### config.mk
export PLATFORM = sky130hd
export DESIGN_NAME = mips_multicycle_ctrl
export DESIGN_NICKNAME = d
export VERILOG_FILES = /design/src/rtl/mips_multicycle_ctrl.sv
export SDC_FILE = /design/constraint.sdc
export NUM_CORES = 1
export LEC_CHECK = 0
export ABC_AREA = 1
export CORE_UTILIZATION = 40
export CTS_BUF_LIST = sky130_fd_sc_hd__clkbuf_2 sky130_fd_sc_hd__clkbuf_4 sky130_fd_sc_hd__clkbuf_8
export DETAILED_ROUTE_END_ITERATION = 7
export GPL_TIMING_DRIVEN = 0
export PLACE_DENSITY_LB_ADDON = 0.3
export SLEW_MARGIN = 20
export SYNTH_ARGS = -nofsm -noshare
export SYNTH_HDL_FRONTEND = slang
export SYNTH_SLANG_ARGS = --single-unit
export TNS_END_PERCENT = 10
### constraint.sdc
create_clock -name clock -period 2.93 [get_ports clock]
set_input_delay 0.586 -clock clock [delete_from_list [all_inputs] [get_ports clock]]
set_output_delay 0.586 -clock clock [all_outputs]
set_load 0.02 [all_outputs]
### src/rtl/mips_multicycle_ctrl.sv
// +--------------------------------------------------------------------------+
// | Module  : mips_multicycle_ctrl                                           |
// | Brief   : Multi-cycle MIPS control FSM with memory-stall watchdog/trap.  |
// |           Optional J support enabled by defining MIPS_JUMP_EN.           |
// | Revision: 1.0  initial release                                           |
// +--------------------------------------------------------------------------+
`default_nettype none

module mips_multicycle_ctrl #(
  parameter int MEM_TIMEOUT = 16,
  parameter int CNT_W       = 5
) (
  input  logic       clock,
  input  logic       reset_n,
  input  logic [5:0] opcode,
  input  logic       alu_zero,
  input  logic       mem_ready,
  output logic       PCWrite,
  output logic       PCWriteCond,
  output logic [1:0] PCSource,
  output logic       IorD,
  output logic       MemRead,
  output logic       MemWrite,
  output logic       IRWrite,
  output logic       RegDst,
  output logic       RegWrite,
  output logic       MemToReg,
  output logic       ALUSrcA,
  output logic [1:0] ALUSrcB,
  output logic [1:0] ALUop,
  output logic       branch_taken,
  output logic       trap,
  output logic [3:0] state
);

  typedef enum logic [3:0] {
    S_FETCH  = 4'd0,
    S_DECODE = 4'd1,
    S_MEMADR = 4'd2,
    S_MEMRD  = 4'd3,
    S_MEMWB  = 4'd4,
    S_MEMWR  = 4'd5,
    S_EXEC   = 4'd6,
    S_RWB    = 4'd7,
    S_BRANCH = 4'd8,
    S_ADDIEX = 4'd9,
    S_ADDIWB = 4'd10,
    S_JUMP   = 4'd11,
    S_TRAP   = 4'd15
  } state_t;

  localparam logic [5:0] c_OP_RTYPE = 6'b000000;
  localparam logic [5:0] c_OP_LW    = 6'b100011;
  localparam logic [5:0] c_OP_SW    = 6'b101011;
  localparam logic [5:0] c_OP_BEQ   = 6'b000100;
  localparam logic [5:0] c_OP_ADDI  = 6'b001000;
`ifdef MIPS_JUMP_EN
  localparam logic [5:0] c_OP_J     = 6'b000010;
`endif
  localparam logic [CNT_W-1:0] c_WDOG_LIMIT = CNT_W'(MEM_TIMEOUT - 1);

  // Moore part of the controls; is_fetch/is_memwb are later qualified by mem_ready.
  typedef struct packed {
    logic       pc_write_jmp;
    logic       pc_write_cond;
    logic [1:0] pc_source;
    logic       iord;
    logic       mem_read;
    logic       mem_write;
    logic       reg_dst;
    logic       reg_write_alu;
    logic       mem_to_reg;
    logic       alu_src_a;
    logic [1:0] alu_src_b;
    logic [1:0] alu_op;
    logic       is_fetch;
    logic       is_memwb;
    logic       trap;
  } ctrl_t;

  function automatic ctrl_t decode_ctrl(input state_t s);
    ctrl_t c;
    c = '0;
    case (s)
      S_FETCH: begin
        c.mem_read  = 1'b1;
        c.alu_src_b = 2'b01;
        c.is_fetch  = 1'b1;
      end
      S_DECODE: c.alu_src_b = 2'b11;
      S_MEMADR: begin
        c.alu_src_a = 1'b1;
        c.alu_src_b = 2'b10;
      end
      S_MEMRD: begin
        c.mem_read = 1'b1;
        c.iord     = 1'b1;
      end
      S_MEMWB: begin
        c.mem_to_reg = 1'b1;
        c.is_memwb   = 1'b1;
      end
      S_MEMWR: begin
        c.mem_write = 1'b1;
        c.iord      = 1'b1;
      end
      S_EXEC: begin
        c.alu_src_a = 1'b1;
        c.alu_op    = 2'b10;
      end
      S_RWB: begin
        c.reg_dst       = 1'b1;
        c.reg_write_alu = 1'b1;
      end
      S_BRANCH: begin
        c.alu_src_a     = 1'b1;
        c.alu_op        = 2'b01;
        c.pc_write_cond = 1'b1;
        c.pc_source     = 2'b01;
      end
      S_ADDIEX: begin
        c.alu_src_a = 1'b1;
        c.alu_src_b = 2'b10;
      end
      S_ADDIWB: c.reg_write_alu = 1'b1;
      S_JUMP: begin
        c.pc_write_jmp = 1'b1;
        c.pc_source    = 2'b10;
      end
      S_TRAP:   c.trap = 1'b1;
      default:  c.trap = 1'b1;
    endcase
    return c;
  endfunction

  state_t           r_state;
  state_t           w_next;
  ctrl_t            r_ctrl;
  logic [CNT_W-1:0] r_wdog;
  logic             w_wait;
  logic             w_timeout;

  assign w_wait    = (r_state == S_FETCH) || (r_state == S_MEMRD) || (r_state == S_MEMWR);
  assign w_timeout = w_wait && !mem_ready && (r_wdog == c_WDOG_LIMIT);

  always_comb begin
    w_next = r_state;
    case (r_state)
      S_FETCH:  if (mem_ready) w_next = S_DECODE;
      S_DECODE: begin
        case (opcode)
          c_OP_RTYPE:       w_next = S_EXEC;
          c_OP_LW, c_OP_SW: w_next = S_MEMADR;
          c_OP_BEQ:         w_next = S_BRANCH;
          c_OP_ADDI:        w_next = S_ADDIEX;
`ifdef MIPS_JUMP_EN
          c_OP_J:           w_next = S_JUMP;
`endif
          default:          w_next = S_TRAP;
        endcase
      end
      S_MEMADR: w_next = (opcode == c_OP_SW) ? S_MEMWR : S_MEMRD;
      S_MEMRD:  if (mem_ready) w_next = S_MEMWB;
      S_MEMWB:  w_next = S_FETCH;
      S_MEMWR:  if (mem_ready) w_next = S_FETCH;
      S_EXEC:   w_next = S_RWB;
      S_RWB:    w_next = S_FETCH;
      S_BRANCH: w_next = S_FETCH;
      S_ADDIEX: w_next = S_ADDIWB;
      S_ADDIWB: w_next = S_FETCH;
      S_JUMP:   w_next = S_FETCH;
      S_TRAP:   w_next = S_TRAP;
      default:  w_next = S_TRAP;
    endcase
    // A stalled access traps only while mem_ready is still low, so a late ready wins.
    if (w_timeout) w_next = S_TRAP;
  end

  always_ff @(posedge clock or negedge reset_n) begin
    if (!reset_n) begin
      r_state <= S_FETCH;
      r_wdog  <= '0;
      r_ctrl  <= decode_ctrl(S_FETCH);
    end else begin
      r_state <= w_next;
      r_wdog  <= (w_wait && !mem_ready && (w_next == r_state)) ? r_wdog + CNT_W'(1) : '0;
      r_ctrl  <= decode_ctrl(w_next);
    end
  end

  // Masking with reset_n keeps every strobe low for the whole reset window.
  assign PCWrite      = reset_n & (r_ctrl.pc_write_jmp | (r_ctrl.is_fetch & mem_ready));
  assign PCWriteCond  = reset_n & r_ctrl.pc_write_cond;
  assign PCSource     = {2{reset_n}} & r_ctrl.pc_source;
  assign IorD         = reset_n & r_ctrl.iord;
  assign MemRead      = reset_n & r_ctrl.mem_read;
  assign MemWrite     = reset_n & r_ctrl.mem_write;
  assign IRWrite      = reset_n & r_ctrl.is_fetch & mem_ready;
  assign RegDst       = reset_n & r_ctrl.reg_dst;
  assign RegWrite     = reset_n & (r_ctrl.reg_write_alu | (r_ctrl.is_memwb & mem_ready));
  assign MemToReg     = reset_n & r_ctrl.mem_to_reg;
  assign ALUSrcA      = reset_n & r_ctrl.alu_src_a;
  assign ALUSrcB      = {2{reset_n}} & r_ctrl.alu_src_b;
  assign ALUop        = {2{reset_n}} & r_ctrl.alu_op;
  assign branch_taken = PCWriteCond & alu_zero;
  assign trap         = reset_n & r_ctrl.trap;
  assign state        = r_state;

endmodule

`default_nettype wire

==> results.txt <==
Vias in the first global route -> 1059
Register area share after synthesis -> 45.7%
Synth Register Bits -> 24
FFs w/ async S/R, synth -> 100%
GPL Wtd Cong -> 0.810
CP top delay family -> buffers and inverters
CP required -> 2.34 ns
Multi-input gate area -> 558 sq um
Area of the mapped netlist -> 0.00132 sq mm
Met2 wire length -> 1150 um
Port Buffers -> 31
IR Drop Worst-Case VDD -> 0.000277 V
Horiz. Die Dim -> 59.5 um
Fill count -> 304
CTS tree -> built
Min cycle time layout -> 2.69 ns
# hold bufs at CTS -> 0
H-tree levels -> 1
Worst hold slack -> 0.178 ns
Wire length on met3 -> 97 um
Maxcap violations -> 0
Critical Path End Type -> primary output
Setup TNS Final -> 0 ns
R2r worst-path depth -> 8
Fmax -> 372 MHz
First-pass GRT wire length -> 4400 um
Wl on met1 -> 1150 um
Critical path depth in cells -> 4
DIE AREA -> 0.00354 sq mm
Final wirelength -> 2430 um
Clock Skew -> 0.0142 ns
Worst skew pair latency -> 0.32 ns
Layout area overhead -> 30.0%
Adder-Cell Fraction of Synth Area -> 1.89%
Sink Count -> 24
Worst-path maximum fanout -> 5
Synth Instances -> 181
Min setup slack post-route -> 0.244 ns
Grt ovf -> 0
DRT antenna net count -> 0
1st-pass router iterations -> 5
Syn. warnings -> 0
Worst-path clk slew -> 0.13 ns
Initial antenna violation count -> 0
Pre-CTS setup slack -> 0.0866 ns
HP Class -> in -> async
Yosys top cell by area -> dfrtp_1
CP Cell Sequence -> clkdlybuf4s50_1, inv_1, o21ai_0, clkdlybuf4s50_1
XOR/XNOR share of the synthesized area -> 0.662%
Multiplexer area fraction after synthesis -> 0%
Dominant synthesized flop cell -> dfrtp_1
Top cell type's share of synthesized area -> 39.7%
Path type of the worst setup path -> in -> out
Critical path's most frequent cell -> clkdlybuf4s50_1
Drt first-iter violations -> 23
Slowest cell delay on critical path -> 0.62 ns
FF-to-FF End -> r_ctrl[13]$_DFF_PN0_
Main combinational cell family by area after synthesis -> simple AND/OR/NAND/NOR gates
WP data arrival -> 2.10 ns
Final hold viol count -> 0
Cell Rows -> 20
Commonest cells post-synth -> nand2_1 (51), inv_1 (36), nor2_1 (24)
Cell variety after synth -> 22
Worst path bufs/invs -> 3
CTS buffer count -> 3
Final Cycle Share -> 91.7%
Starting density of the core -> 42.7%
# IOs -> 32
CTS max path bufs -> 2
Via count -> 1186
EDFF count, synth -> 0
Status -> finished, final reports clean
RSZ-0062 raised after global routing -> false
Sequential cell area -> 604 sq um
Core box area -> 0.00310 sq mm
GRT Total Usage -> 16.7%
Avg Cell Area, Syn -> 7.31 sq um
Top layer reached by signal wires -> met4
Final Setup Violations -> 0
Max-slew violations -> 0
Post-CTS Setup Repair Bufs -> 0
Avg Vias per Cell -> 4.54
Post-synthesis compound-gate area fraction -> 1.13%
Share of layout cells above drive strength 1 -> 11.1%
Remaining DRCs -> 0
Die Ht -> 59.5 um
R2r setup slk -> 1.24 ns
Leak Pwr -> 0.928 nW
Clock Tree Root -> clkbuf_4
Simple-gate share of the synthesized area -> 37.9%
Synth top area cells -> dfrtp_1 (40%), nand2_1 (14%), inv_1 (10%)
PD cells -> 310 mW/mm^2
CP Launch Type -> input port
Wire per inst -> 9.32 um
Worst path slowest cell -> clkdlybuf4s50_1
Final net count -> 230
N_diodes -> 0
Largest net degree at the start of global routing -> 31
HPWL after DPL -> 1890 um
Count leader, synth -> nand2_1
RR Startpoint -> state[3]$_DFF_PN0_
## per-stage QoR
step	total power, mW	cell area [sq um]	std cells	util [%]
floorplan	0.354	1330	182	-
global placement	0.380	1690	257	54.6
detailed placement	0.380	1690	257	54.4
CTS	0.541	1720	261	55.4
global route	0.556	1720	261	55.4
finish	0.533	1720	261	55.4
## placed cells by master (no fill, tap or decap)
master	synthesis	layout
o21ai_0	2	2
conb_1	1	2
inv_1	36	36
nor2_1	24	24
inv_2	3	3
nand4_1	3	3
nand3_1	16	16
nand3_2	2	2
nor3b_1	1	1
nand4_2	2	2
nor2_2	5	5
clkbuf_4	0	5
xor2_1	1	1
a21oi_1	1	1
nand3_4	1	1
dfstp_2	3	3
clkdlybuf4s50_1	0	30
nor3_1	2	2
ha_1	2	2
dfrtp_1	21	21
nand2_1	51	51
buf_4	2	2
clkbuf_1	1	1
nor3_2	1	1
## power breakdown
part | switching (mW) | internal, mW
Sequential | 0.000334 | 0.333
Combinational | 0.0231 | 0.0174
Clock | 0.0973 | 0.0626
## worst max path at each step
stage / start / endpoint
finish: mem_ready / RegWrite
detailed placement: reset_n / MemRead
global route: reset_n / MemWrite
global placement: reset_n / MemRead
CTS: reset_n / MemRead
floorplan: mem_ready / RegWrite
## layer usage
layer | up-vias | track usage [%]
met5 | - | 0
met4 | 0 | 5.98
met3 | 4 | 4.15
met2 | 22 | 28.4
met1 | 545 | 20.4
li1 | 615 | -
## flip-flops by register name, summed over array words and instances (netlist names)
name,cells
state,4
r_ctrl,15
r_wdog,5
## layout make-up
| class | count | share of cell area [%] |
|---|---|---|
| plain buffers | 3 | 1.09 |
| multi-input cells | 116 | 32.4 |
| well taps | 44 | 3.20 |
| inverters | 39 | 8.51 |
| flip-flops and latches | 24 | 35.1 |
| clock buffers | 4 | 1.75 |
| repair buffers | 31 | 17.9 |
## cells by family after synthesis
logic type	Yosys count
AOI/OAI and AO/OA	3
other	1
and+or+nand+nor	108
DFF	24
buffers and inverters	42
adders and majority gates	2
xor gates and xnor gates	1
## what timing repair did
item                       CTS  global route
hold endpoints to repair     0             0
resized for setup            0             1
setup endpoints to repair    0            10
No activity file was read; power rests on OpenSTA's default activity.
